--- config.mk ---
export PLATFORM = sky130hd
export DESIGN_NAME = pc_stack_unit
export DESIGN_NICKNAME = d
export VERILOG_FILES = /design/src/rtl/pc_pkg.sv /design/src/rtl/return_stack.sv /design/src/rtl/pc_stack_unit.sv
export SDC_FILE = /design/constraint.sdc
export NUM_CORES = 1
export LEC_CHECK = 0
export CORE_ASPECT_RATIO = 2
export CORE_UTILIZATION = 35
export CTS_BUF_LIST = sky130_fd_sc_hd__clkbuf_8
export DETAILED_ROUTE_END_ITERATION = 10
export GPL_TIMING_DRIVEN = 0
export PLACE_DENSITY = 0.55
export SETUP_SLACK_MARGIN = 0.1
export SYNTH_ARGS = -nofsm -noshare
export SYNTH_HDL_FRONTEND = slang
export SYNTH_HIERARCHICAL = 1
export SYNTH_SLANG_ARGS = --single-unit
--- constraint.sdc ---
create_clock -name clk -period 7.5 [get_ports clk]
set_input_delay 0.75 -clock clk [delete_from_list [all_inputs] [get_ports clk]]
set_output_delay 0.75 -clock clk [all_outputs]
set_load 0.1 [all_outputs]
--- src/rtl/pc_pkg.sv ---
// Shared definitions for the program-counter unit: PCMUX selects, default reset
// vector and the width helper for the return-stack depth count.
package pc_pkg;

  localparam logic [1:0] SEL_INC = 2'b00;
  localparam logic [1:0] SEL_EAB = 2'b01;
  localparam logic [1:0] SEL_BUS = 2'b10;
  localparam logic [1:0] SEL_RET = 2'b11;

  localparam logic [15:0] PC_RESET_VEC = 16'h3000;

  // A depth counter must represent 0..depth inclusive.
  function automatic int depth_width(input int depth);
    return $clog2(depth + 1);
  endfunction

endpackage

--- src/rtl/return_stack.sv ---
// LIFO return-address stack indexed by depth. Supports push, pop and swap
// (push+pop); a push into a full stack is dropped, a pop or swap on empty is a no-op.
module return_stack
  import pc_pkg::*;
#(
  parameter int WIDTH = 16,
  parameter int DEPTH = 4
) (
  input  logic                          clk,
  input  logic                          reset,
  input  logic                          push,
  input  logic                          pop,
  input  logic [WIDTH-1:0]              wdata,
  output logic [WIDTH-1:0]              top,
  output logic [depth_width(DEPTH)-1:0] depth,
  output logic                          full,
  output logic                          empty
);

  localparam int DW = depth_width(DEPTH);
  localparam int AW = (DEPTH > 1) ? $clog2(DEPTH) : 1;

  logic [WIDTH-1:0] entries_q [DEPTH];
  logic [WIDTH-1:0] entries_d [DEPTH];
  logic [DW-1:0]    depth_q;
  logic [DW-1:0]    depth_d;
  logic [AW-1:0]    wr_idx;
  logic [AW-1:0]    top_idx;

  assign full    = (depth_q == DW'(DEPTH));
  assign empty   = (depth_q == '0);
  // wr_idx is only meaningful when not full, top_idx only when not empty.
  assign wr_idx  = AW'(depth_q);
  assign top_idx = AW'(depth_q - DW'(1));
  assign top     = empty ? '0 : entries_q[top_idx];
  assign depth   = depth_q;

  always_comb begin
    entries_d = entries_q;
    depth_d   = depth_q;
    case ({push, pop})
      2'b10: begin
        if (!full) begin
          entries_d[wr_idx] = wdata;
          depth_d           = depth_q + DW'(1);
        end
      end
      2'b01: begin
        if (!empty) depth_d = depth_q - DW'(1);
      end
      2'b11: begin
        if (!empty) entries_d[top_idx] = wdata;
      end
      default: ;
    endcase
  end

  always_ff @(posedge clk) begin
    if (reset) depth_q <= '0;
    else       depth_q <= depth_d;
  end

  // Entry contents are don't-care after reset; only the depth is cleared.
  always_ff @(posedge clk) begin
    entries_q <= entries_d;
  end

endmodule

--- src/rtl/pc_stack_unit.sv ---
// Program-counter unit: PC register, PCMUX, incrementer and a hardware
// return-address stack for call/return/swap, with sticky overflow/underflow flags.
module pc_stack_unit
  import pc_pkg::*;
#(
  parameter int               WIDTH     = 16,
  parameter int               DEPTH     = 4,
  parameter logic [WIDTH-1:0] RESET_VEC = WIDTH'(PC_RESET_VEC)
) (
  input  logic                          clk,
  input  logic                          reset,
  input  logic [1:0]                    selPC,
  input  logic                          ldPC,
  input  logic                          push,
  input  logic [WIDTH-1:0]              eabOut,
  input  logic [WIDTH-1:0]              Buss,
  input  logic                          clrErr,
  output logic [WIDTH-1:0]              PC,
  output logic [depth_width(DEPTH)-1:0] rasDepth,
  output logic                          rasEmpty,
  output logic                          rasFull,
  output logic                          overflow,
  output logic                          underflow
);

  logic [WIDTH-1:0] pc_q;
  logic [WIDTH-1:0] pc_d;
  logic [WIDTH-1:0] pc_inc;
  logic             overflow_q;
  logic             overflow_d;
  logic             underflow_q;
  logic             underflow_d;

  logic             is_ret;
  logic             rs_push;
  logic             rs_pop;
  logic [WIDTH-1:0] rs_top;
  logic             rs_full;
  logic             rs_empty;

  assign pc_inc  = pc_q + WIDTH'(1);
  assign is_ret  = (selPC == SEL_RET);
  // The stack itself drops full pushes and ignores empty pops/swaps.
  assign rs_push = ldPC & push;
  assign rs_pop  = ldPC & is_ret;

  return_stack #(
    .WIDTH(WIDTH),
    .DEPTH(DEPTH)
  ) u_stack (
    .clk  (clk),
    .reset(reset),
    .push (rs_push),
    .pop  (rs_pop),
    .wdata(pc_inc),
    .top  (rs_top),
    .depth(rasDepth),
    .full (rs_full),
    .empty(rs_empty)
  );

  always_comb begin
    pc_d = pc_q;
    if (ldPC) begin
      case (selPC)
        SEL_INC: pc_d = pc_inc;
        SEL_EAB: pc_d = eabOut;
        SEL_BUS: pc_d = Buss;
        default: pc_d = rs_empty ? pc_q : rs_top;
      endcase
    end
  end

  // Clear first so a coinciding error event still leaves the flag set.
  always_comb begin
    overflow_d  = clrErr ? 1'b0 : overflow_q;
    underflow_d = clrErr ? 1'b0 : underflow_q;
    if (ldPC && push && !is_ret && rs_full) overflow_d = 1'b1;
    if (ldPC && is_ret && rs_empty)         underflow_d = 1'b1;
  end

  always_ff @(posedge clk) begin
    if (reset) begin
      pc_q        <= RESET_VEC;
      overflow_q  <= 1'b0;
      underflow_q <= 1'b0;
    end else begin
      pc_q        <= pc_d;
      overflow_q  <= overflow_d;
      underflow_q <= underflow_d;
    end
  end

  assign PC        = pc_q;
  assign rasEmpty  = rs_empty;
  assign rasFull   = rs_full;
  assign overflow  = overflow_q;
  assign underflow = underflow_q;

endmodule

; ---- Word level (Yosys, flattened, before mapping)
; Cells that the tools add are included.
[classes]
add_sub_neg = 3
order_cmp = 4
eq_ne = 11
n_mux = 20
n_bitwise = 4
reduce_logical = 17
[op_table]
columns = cell, count
row1 = $bwmux W64, 2
row2 = $mux W64, 2
row3 = $pmux W64 S2, 1
row4 = $mux W16, 5
row5 = $demux W16 S2, 2
row6 = $pmux W16 S3, 1
row7 = $bmux W16 S2, 1
row8 = $add A16 B1 Y16 const B, 1
row9 = $eq A2 B2 Y1 const B, 4
row10 = $reduce_bool A2 Y1, 4
row11 = $logic_and A1 B1 Y1, 7
row12 = $ge A3 B3 Y1 const B, 2
row13 = $lt A3 B1 Y1 const B, 2
row14 = $mux W3, 2
row15 = $ne A2 B2 Y1 const B, 3
row16 = $not A2 Y3, 2
row17 = $pmux W3 S2, 1
row18 = $reduce_and A3 Y1, 2
row19 = $eq A2 B1 Y1 const B, 2
row20 = $ne A4 B1 Y1 const B, 1
row21 = $add A3 B1 Y3 const B, 1
row22 = $eq A3 B3 Y1 const B, 1
row23 = $logic_not A3 Y1, 1
row24 = $mux W1, 3
row25 = other kinds (5), 6
[totals]
regBits = 85
inputBits = 39
output_inout_bits = 23
wordCells = 67

; ---- Longest topological paths before layout
; Gate-level depths: netlist (run 1).
[depth]
depth_word = 9
ltp_mapped = 13
mapped_depth_nobuf = 9

; ---- Modules after synthesis
; The synthesis (run 1) kept the hierarchy.
[modules_own_cells]
columns = mod, n_inst, cells_per_inst, area_per_inst_um2, seq_area_each_um2
row1 = return_stack, 1, 214, 3407.0, 1981.9
row2 = pc_stack_unit, 1, 210, 1634.1, 360.3

; ---- Worst setup path after synthesis (run 1)
; Ideal clock, no wire load.
[synth_timing]
path_kind = register to register
start = register u_stack.depth_q[0], in the netlist u_stack/depth[0]
end = register pc_q[6], in the netlist PC[6]
setup_time_ns = 0.133
arrival_ns = 3.357
required_ns = 7.367
setup_slack_ns = 4.010
path_stages_with_launch = 14
path_buffers = 5
cell_sequence = dfxtp_1 buf_6 buf_12 inv_1 ha_1 inv_2 nor2_2 buf_6 or3b_4 and2_4 buf_6 buf_2 a32oi_1 a31oi_1
[synth_lines]
columns = element, line_no
row1 = from (decl), return_stack.sv:25  ; logic [DW-1:0] depth_q;
row2 = from (signal assigned), return_stack.sv:60  ; else depth_q <= depth_d;
row3 = $logic_not A3 Y1, return_stack.sv:31  ; assign empty = (depth_q == '0);
row4 = via rasEmpty, pc_stack_unit.sv:20  ; output logic rasEmpty,
row5 = $ne A4 B1 Y1 (no line), -
row6 = $reduce_and A2 Y1 (no line), -
row7 = to (signal assigned), pc_stack_unit.sv:88  ; pc_q <= pc_d;
row8 = to (decl), pc_stack_unit.sv:26  ; logic [WIDTH-1:0] pc_q;
; The timed path passes the listed nets, and every way through them passes these cells. The select of a mux whose other input is x is not followed.
; A chain may end at the register's enable or synchronous reset.

; ---- Final worst setup path (run 1)
[layout_timing]
start = register u_stack.depth_q[0], in the netlist u_stack/depth[0]
end = output port rasEmpty
[layout_via]
elab_chain_cells = 1
[layout_lines]
columns = element, line_no
row1 = $logic_not A3 Y1, return_stack.sv:31
row2 = to (decl), pc_stack_unit.sv:20
; Every way passes these cells.

==> flow_metrics.tcl, run 1 <==
set metrics [dict create \
    placed_area_sq_um 5958 \
    endpoint_kind "output port" \
    critPathMaxStageDelay_ns 1.19 \
    avgSynthCellArea_sq_um 11.89 \
    dr.pass1.iters 5 \
    drcViolationCount 0 \
    synth_top_family_by_area "simple AND/OR/NAND/NOR gates" \
    path_class "flop to output port" \
    intPower_mw 0.8051 \
    io_pins 62 \
    ys.warnings.count 6 \
    drt-vias-per-instance 5.490 \
    r2r_slack_ns 3.90 \
    post_synth_mux_area_share_pct 11.17 \
    synth_compound_area_share_pct 10.62 \
    multiInputGateArea_sq_um 2470 \
    drt-total-wl_microns 15270 \
    fin_crit_ns 4.452 \
    switching_share_pct 36.21 \
    synth_area_sq_um 5041 \
    grt-ovfl-total 0 \
    ctsHoldBuffers 0 \
    cp.arrival_ns 3.70 \
    yosysTopAreaCell "edfxtp_1" \
    h-tree-depth 3 \
    p_leak_nw 2.068 \
    grt_max_degree 17 \
    diodes 0 \
    min_path_type "flop to flop" \
    dp_worst_setup_slack_ns 3.444 \
    ys_seq_elements 85 \
    layout-drive-gt1-share_pct 15.45 \
    coreArea_sq_um 13970 \
    rsz0062_at_grt "false" \
    outcome "finished, final reports clean" \
    portBuffers 61 \
    worst_pin_slew_ns 1.006 \
    setup-tns-final_ns 0 \
    synth_top_area_share_pct 38.12 \
    clock_skew_ns 0.01150 \
    slew_headroom_pct 32.75 \
    pwr_density_cell_nw_per_um2 205.6 \
    die_y_microns 171.7 \
    fin_nets 550 \
    cts_root_buffer "clkbuf_8" \
    p_switching_mw 0.4570 \
    pwr-share-seq_pct 43.6 \
    die_x_microns 86.86 \
    cts_buffer_depth 2 \
    cts_resized 0 \
    synth.most_common_cell "nor2b_1" \
    synth_cell_type_count 71 \
    drtIter0Drc 325 \
    worst_slack_ns 3.048 \
    grt_pass1_vias 3921 \
    dieArea_sq_um 14920 \
    max_freq_mhz 224.6 \
    rows 61 \
    drtAntennaViolNets 0 \
    synth-seq-area-share_pct 46.46 \
    antenna_found_initial 0 \
    synth-simple-area-share_pct 21.84 \
    cts_tree "built" \
    fin_crit_sh_pct 59.36 \
    maxSlewViolCount 0 \
    cts_setup_buffers 0 \
    synth.area.top_cells "edfxtp_1 38%, nor2b_1 9.4%, dfxtp_1 8.3%" \
    cts-buffers-inserted 9 \
    synth_cells 424 \
    required_ns 6.75 \
    critPathMaxFanout 12 \
    grt_pass1_wl_microns 22630 \
    crit_path_cell_trace "buf_6 > buf_12 > inv_1 > ha_1 > inv_2 > nor2_2 > buf_6 > clkdlybuf4s50_1" \
    synth-edff-count 64 \
    synth_nets 474 \
    wl_per_cell_microns 22.00 \
    synth_xor_area_share_pct 2.432 \
    place_hpwl_microns 11360 \
    synth-adder-area-share_pct 2.730 \
    finalHoldViolCount 0 \
    whs_ns 0.4802 \
    clkTransAtPathRegs_ns 0.10 \
    insertion_delay_ns 0.37 \
    seq_area_sq_um 2342 \
    start_kind "flop" \
    path_common_cell "buf_6" \
    final_core_util_pct 43.95 \
    final_cells 694 \
    combPwrFrac_pct 31.7 \
    fillers 1337 \
    start_util_pct 36.09 \
    synthToLayoutAreaGrowth_pct 21.77 \
    ys.flop_type "edfxtp_1" \
    finalPower_mw 1.262 \
    cts_sinks 85 \
    ir_worst_vdd_v 0.00008485 \
    routabilityCongestion 0.8795 \
    dp_cells 678 \
    gr-usage-all-layers_pct 21.28 \
    crit_path_top_delay_cell "clkdlybuf4s50_1" \
    synthTopCellsByCount "76 x nor2b_1, 64 x edfxtp_1, 21 x dfxtp_1, 18 x nor2_1, 15 x a21oi_1" \
    synthArstFlopShare_pct 0 \
    fin_area_sq_um 6138 \
    p_clk_share_pct 24.8 \
    num_vias 3810 \
    drv_cap 0 \
    setup_violations 0 \
]
[layout by cell type (no fill, tap or decap), drive strengths merged, types with 4 or more instances in the layout]
| master | netlist | layout |
|---|---|---|
| and2b | 4 | 4 |
| nor4 | 5 | 5 |
| a21oi | 15 | 15 |
| mux2i | 10 | 10 |
| nand2b | 4 | 4 |
| inv | 15 | 20 |
| a221oi | 7 | 7 |
| edfxtp | 64 | 64 |
| dfxtp | 21 | 21 |
| nor3 | 6 | 6 |
| ha | 11 | 11 |
| mux4 | 16 | 16 |
| clkdlybuf4s50 | 0 | 61 |
| o21ai | 9 | 9 |
| a221o | 4 | 4 |
| nand3b | 6 | 6 |
| nor2 | 19 | 19 |
| xnor2 | 9 | 9 |
| clkbuf | 11 | 20 |
| nand2 | 14 | 14 |
| nand3 | 8 | 8 |
| buf | 16 | 20 |
| xor2 | 5 | 5 |
| nor2b | 84 | 84 |
| a31oi | 4 | 4 |
| and2 | 4 | 4 |
| nand4 | 4 | 4 |
[logic make-up (layout without fill, tap and decap cells)]
| logic type | count (synthesis) | in the layout |
|---|---|---|
| flip-flops | 85 | 85 |
| AND/OR/NAND/NOR | 171 | 171 |
| multiplexers | 28 | 28 |
| adder cells (fa/ha/maj) | 11 | 11 |
| AO/OA/AOI/OAI | 73 | 73 |
| buffers and inverters | 42 | 123 |
| XOR/XNOR | 14 | 14 |
[final timing paths]
kind,from,endpoint,depth (start not counted)
worst max-delay path,u_stack/depth[0],rasEmpty,8
worst min-delay path,overflow,overflow,2
worst max register to register,u_stack/depth[0],PC[6],13
worst min register to register,overflow,overflow,2
[power groups by stage]
stage               Combinational (mW)  Sequential (mW)  Clock, mW
floorplan                        0.204            0.627          0
global placement                 0.393            0.560          0
detailed placement               0.398            0.560          0
CTS                              0.401            0.550      0.322
global route                     0.419            0.553      0.339
finish                           0.400            0.550      0.313
[registers in the layout, indices dropped and copies added (netlist names)]
name               cells
u_stack/entries_q     64
PC                    16
u_stack/depth          3
underflow              1
overflow               1
[cell type report]
class                   count  share of cell area, %
clock inverters             7                 0.9172
clock buffers               9                  2.018
plain buffers              27                  2.976
well taps                 189                  3.852
inverters                  15                 0.9172
repair buffers             65                  10.93
flip-flops and latches     85                  38.16
multi-input cells         297                  40.24
[worst max-delay path, delay by kind of cell (launching register included)]
family | cells | cell delay, ns
AND/OR/NAND/NOR | 1 | 0.39
adder cells (fa/ha/maj) | 1 | 0.44
flip-flops | 1 | 0.38
buffers and inverters | 6 | 2.11
[metal layers]
metal	wire, microns	up-vias	share of wire (%)	track usage [%]
met2	8404	160	55	39.54
li1	-	1733	-	-
met3	664	52	4.3	3.167
met1	5390	1865	35	21.93
met5	0	-	0	0
met4	809	0	5.3	12.68
No activity file was read; power rests on OpenSTA's default activity.
==> run 2: changes to the inputs <==
==> constraint.sdc (replaced) <==
create_clock -name clk -period 4.3 [get_ports clk]
set_input_delay 0.43 -clock clk [delete_from_list [all_inputs] [get_ports clk]]
set_output_delay 0.43 -clock clk [all_outputs]
set_load 0.1 [all_outputs]
==> flow_metrics.tcl, run 2 (synthesis results as in run 1) <==
set metrics [dict create \
    portBuffers 61 \
    io_pins 62 \
    grt_max_degree 17 \
    fin_crit_sh_pct 86.87 \
    cp.arrival_ns 3.31 \
    intPower_mw 1.404 \
    pwr_density_cell_nw_per_um2 358.4 \
    dp_worst_setup_slack_ns 0.5641 \
    seq_area_sq_um 2342 \
    placed_area_sq_um 5958 \
    place_hpwl_microns 11360 \
    die_y_microns 171.7 \
    cts_tree "built" \
    p_clk_share_pct 24.8 \
    h-tree-depth 3 \
    drt-vias-per-instance 5.487 \
    antenna_found_initial 0 \
    critPathMaxFanout 12 \
    fin_nets 550 \
    final_cells 694 \
    routabilityCongestion 0.8795 \
    pwr-share-seq_pct 43.6 \
    cts_sinks 85 \
    drtAntennaViolNets 0 \
    layout-drive-gt1-share_pct 15.45 \
    worst_pin_slew_ns 1.006 \
    coreArea_sq_um 13970 \
    largest_reg_flops 64 \
    min_path_type "flop to flop" \
    num_vias 3808 \
    grt_pass1_vias 3921 \
    cts_buffer_depth 2 \
    clkTransAtPathRegs_ns 0.10 \
    rows 61 \
    gr-usage-all-layers_pct 21.28 \
    diodes 0 \
    drtIter0Drc 325 \
    ir_worst_vdd_v 0.0001479 \
    endpoint_kind "output port" \
    p_switching_mw 0.7968 \
    grt-ovfl-total 0 \
    cts_root_buffer "clkbuf_8" \
    clock_skew_ns 0.01150 \
    mostFrequentLayoutCells "76 x nor2b_1, 64 x edfxtp_1, 60 x clkdlybuf4s50_1, 21 x dfxtp_1, 15 x a21oi_1" \
    die_x_microns 86.86 \
    path_class "flop to output port" \
    grt_pass1_wl_microns 22630 \
    required_ns 3.87 \
    switching_share_pct 36.20 \
    start_util_pct 36.09 \
    multiInputGateArea_sq_um 2470 \
    maxSlewViolCount 0 \
    worst_slack_ns 0.5646 \
    insertion_delay_ns 0.37 \
    wl_per_cell_microns 22.00 \
    final_core_util_pct 43.97 \
    finalHoldViolCount 0 \
    whs_ns 0.4802 \
    max_freq_mhz 267.7 \
    dieArea_sq_um 14920 \
    outcome "finished, final reports clean" \
    combPwrFrac_pct 31.7 \
    r2r_cells 13 \
    top_register "u_stack/entries_q" \
    slew_headroom_pct 32.75 \
    synthToLayoutAreaGrowth_pct 21.82 \
    start_kind "flop" \
    rsz0062_at_grt "false" \
    drcViolationCount 0 \
    setup_violations 0 \
    cts-buffers-inserted 9 \
    drv_cap 0 \
    setup-tns-final_ns 0 \
    fin_area_sq_um 6141 \
    finalPower_mw 2.201 \
    drt-total-wl_microns 15270 \
    hold_depth 2 \
    fillers 1337 \
    dp_cells 678 \
    p_leak_nw 2.074 \
    final_common_cell "nor2b_1" \
    dr.pass1.iters 5 \
    fin_crit_ns 3.735 \
]
## run 2: changes by cell type in the layout (fill, tap and decap cells not counted), sizes merged
cell / delta
clkdlybuf4s50: -1
dlymetal6s2s: +1
## run 2: worst paths after layout
check	end	slack, ns	from
worst max-delay path	rasEmpty	0.56	u_stack/depth[0]
worst min-delay path	overflow	0.48	overflow
worst max register to register	PC[6]	0.70	u_stack/depth[0]
worst min register to register	overflow	0.48	overflow
## run 2: layout make-up
cell class              count  share of cell area, %
plain buffers              27                  2.975
clock buffers               9                  2.017
clock inverters             7                 0.9169
inverters                  15                 0.9169
multi-input cells         297                  40.22
flip-flops and latches     85                  38.14
well taps                 189                  3.851
repair buffers             65                  10.96
## run 2: critical path, stage by stage, from the launching register on
cell	delay (ns)
dfxtp_1	0.38
buf_6	0.19
buf_12	0.16
inv_1	0.13
ha_1	0.44
inv_2	0.11
nor2_2	0.39
buf_6	0.32
dlymetal6s2s_1	0.79
## run 2: power by group through the flow
stage,clock (mW),sequential [mW],combinational (mW)
2_1_floorplan,0,1.09,0.357
3_3_place_gp,0,0.976,0.685
3_5_place_dp,0,0.977,0.695
4_1_cts,0.562,0.959,0.699
5_1_grt,0.591,0.965,0.731
6_report,0.545,0.959,0.697
## run 2: routing by layer
layer / wire length (microns) / vias to the layer above / part of all wire, % / global-route usage, %
met5: 0 / - / 0 / 0
li1: - / 1733 / - / -
met3: 655 / 52 / 4.3 / 3.167
met2: 8393 / 160 / 55 / 39.54
met4: 820 / 0 / 5.4 / 12.68
met1: 5395 / 1863 / 35 / 21.93
## run 2: timing repair
item / 4_1_cts / 5_1_grt
setup buffers: 0 / 0
hold buffers: 0 / 0
endpoints found under the setup margin: 0 / 1
resized for setup: 0 / 1
==> run 3: changes to the inputs <==
--- a/config.mk
+++ b/config.mk
@@ -5,14 +5,14 @@
 export SDC_FILE = /design/constraint.sdc
 export NUM_CORES = 1
 export LEC_CHECK = 0
-export CORE_ASPECT_RATIO = 2
+export CELL_PAD_IN_SITES_DETAIL_PLACEMENT = 0
+export CELL_PAD_IN_SITES_GLOBAL_PLACEMENT = 2
 export CORE_UTILIZATION = 35
 export CTS_BUF_LIST = sky130_fd_sc_hd__clkbuf_8
 export DETAILED_ROUTE_END_ITERATION = 10
 export GPL_TIMING_DRIVEN = 0
-export PLACE_DENSITY = 0.55
+export PLACE_DENSITY = 0.78
 export SETUP_SLACK_MARGIN = 0.1
 export SYNTH_ARGS = -nofsm -noshare
 export SYNTH_HDL_FRONTEND = slang
-export SYNTH_HIERARCHICAL = 1
 export SYNTH_SLANG_ARGS = --single-unit
==> flow_metrics.tcl, run 3 <==
set metrics [dict create \
    synth_cells 381 \
    io_pins 62 \
    cts_setup_buffers 0 \
    drv_cap 0 \
    largest_reg_flops 64 \
    p_clk_share_pct 28.4 \
    start_util_pct 36.14 \
    coreArea_sq_um 12110 \
    ys_seq_elements 85 \
    grt_pass1_vias 3226 \
    clkTransAtPathRegs_ns 0.10 \
    synthArstFlopShare_pct 0 \
    max_freq_mhz 293.4 \
    final_common_cell "nor2_1" \
    yosysTopAreaCell "edfxtp_1" \
    cts_buffer_depth 2 \
    num_vias 3227 \
    drcViolationCount 0 \
    die_y_microns 113.8 \
    place_hpwl_microns 8767 \
    grt_pass1_wl_microns 18690 \
    combPwrFrac_pct 23.9 \
    routabilityCongestion 0.7744 \
    synthTopCellsByCount "73 x nor2_1, 64 x edfxtp_1, 21 x dfxtp_1, 15 x nand2_1, 13 x mux4_2" \
    fin_crit_sh_pct 79.25 \
    synthToLayoutAreaGrowth_pct 23.64 \
    fin_crit_ns 3.408 \
    maxSlewViolCount 0 \
    h-tree-depth 3 \
    clock_skew_ns 0.01266 \
    drtAntennaViolNets 0 \
    cts_root_buffer "clkbuf_8" \
    synth_area_sq_um 4377 \
    finalHoldViolCount 0 \
    switching_share_pct 34.13 \
    cts-buffers-inserted 9 \
    ctsHoldBuffers 0 \
    drtIter0Drc 224 \
    setup_violations 0 \
    avgSynthCellArea_sq_um 11.49 \
    required_ns 3.87 \
    synth-seq-area-share_pct 53.52 \
    path_class "flop to output port" \
    cp.arrival_ns 2.98 \
    rows 40 \
    cts_resized 0 \
    grt_max_degree 18 \
    die_x_microns 113.8 \
    cts_tree "built" \
    ir_worst_vdd_v 0.0001515 \
    fin_nets 504 \
    cts_sinks 85 \
    portBuffers 61 \
    mostFrequentLayoutCells "69 x nor2_1, 64 x edfxtp_1, 61 x clkdlybuf4s50_1, 21 x dfxtp_1, 15 x nand2_1" \
    synth_cell_type_count 53 \
    min_path_type "flop to flop" \
    setup-tns-final_ns 0 \
    dp_cells 611 \
    ys.flop_type "edfxtp_1" \
    drt-vias-per-instance 5.147 \
    ys.warnings.count 0 \
    layout-drive-gt1-share_pct 11.33 \
    synth-edff-count 64 \
    insertion_delay_ns 0.37 \
    p_switching_mw 0.6735 \
    rsz0062_at_grt "false" \
    p_leak_nw 1.807 \
    diodes 0 \
    top_register "u_stack.entries_q" \
    antenna_found_initial 0 \
    worst_pin_slew_ns 0.9915 \
    dieArea_sq_um 12960 \
    synth.area.top_cells "edfxtp_1 44%, dfxtp_1 9.6%, mux4_2 6.7%" \
    gr-usage-all-layers_pct 19.58 \
    intPower_mw 1.300 \
    wl_per_cell_microns 19.16 \
    dr.pass1.iters 4 \
    critPathMaxFanout 10 \
    slew_headroom_pct 33.70 \
    endpoint_kind "output port" \
    final_cells 627 \
    start_kind "flop" \
    synth.most_common_cell "nor2_1" \
    synth_nets 431 \
    synth_top_area_share_pct 43.91 \
    pwr-share-seq_pct 47.7 \
    grt-ovfl-total 0 \
    outcome "finished, final reports clean" \
    drt-total-wl_microns 12010 \
    pwr_density_cell_nw_per_um2 364.7 \
]
-- run 3: changes by cell type in the layout (fill, tap and decap cells not counted), sizes merged, moves of 4 or more --
cell,delta
nor2,+54
o21a,+4
and2b,-4
buf,-7
a221o,+7
nand3b,-5
a21oi,-8
nor2b,-76
o21ai,+10
-- run 3: final timing paths --
kind | to | slack [ns] | from | cells past startpoint
max reg2reg | u_stack.entries_q[51] | 1.05 | u_stack.depth[0] | 8
min | overflow | 0.48 | overflow | 2
max | rasEmpty | 0.89 | u_stack.depth[0] | 6
min reg2reg | overflow | 0.48 | overflow | 2
-- run 3: power groups by stage --
stage	registers, mW	clock network (mW)	logic (mW)
floorplan	1.06	0	0.210
global placement	0.959	0	0.470
detailed placement	0.960	0	0.473
CTS	0.941	0.574	0.474
global route	0.946	0.603	0.502
finish	0.941	0.560	0.472
-- run 3: kinds of logic (layout without fill, tap and decap cells) --
logic type | after synthesis | count (layout) | share of synthesized area, %
compound gates | 73 | 73 | 12.55
xor+xnor | 14 | 14 | 2.802
fa+ha+maj | 11 | 11 | 3.145
buf+inv | 37 | 115 | 4.031
flops | 85 | 85 | 53.52
mux | 24 | 24 | 9.205
simple gates | 137 | 137 | 14.75
-- run 3: cell type report --
cell class,instances,area [sq um]
fill,1186,6700
buffer,25,131.4
tap,168,210.2
clock buffer,9,123.9
timing repair buffer,62,625.6
sequential,85,2342
multi-input combinational,259,1868
inverter,12,45.04
clock inverter,7,65.06
-- run 3: routing by layer --
layer  vias up  wire length (microns)  track usage, %
met5         -                      0               0
met4         0                    142           5.801
met3        10                    645           3.879
met2        78                   5551           31.79
met1      1562                   5673           26.61
li1       1577                      -               -
-- run 3: worst max-delay path: stages, from the launching register on --
cell             delay [ns]
dfxtp_1                0.38
buf_6                  0.19
buf_4                  0.21
inv_1                  0.14
ha_1                   0.25
ha_1                   0.28
clkdlybuf4s50_1        1.17
-- run 3: stage by stage --
stage / total power, mW / worst slack [ns] / util [%] / area (sq um) / hold WS, ns
floorplan: 1.275 / 0.3824 / - / 4377 / 0.6003
global placement: 1.429 / 0.1890 / 42.91 / 5197 / 0.4628
detailed placement: 1.433 / 0.4409 / 43.12 / 5223 / 0.4671
CTS: 1.990 / 0.8276 / 44.68 / 5411 / 0.4806
global route: 2.051 / 0.7653 / 44.68 / 5411 / 0.5313
finish: 1.973 / 0.8922 / 44.68 / 5411 / 0.4835
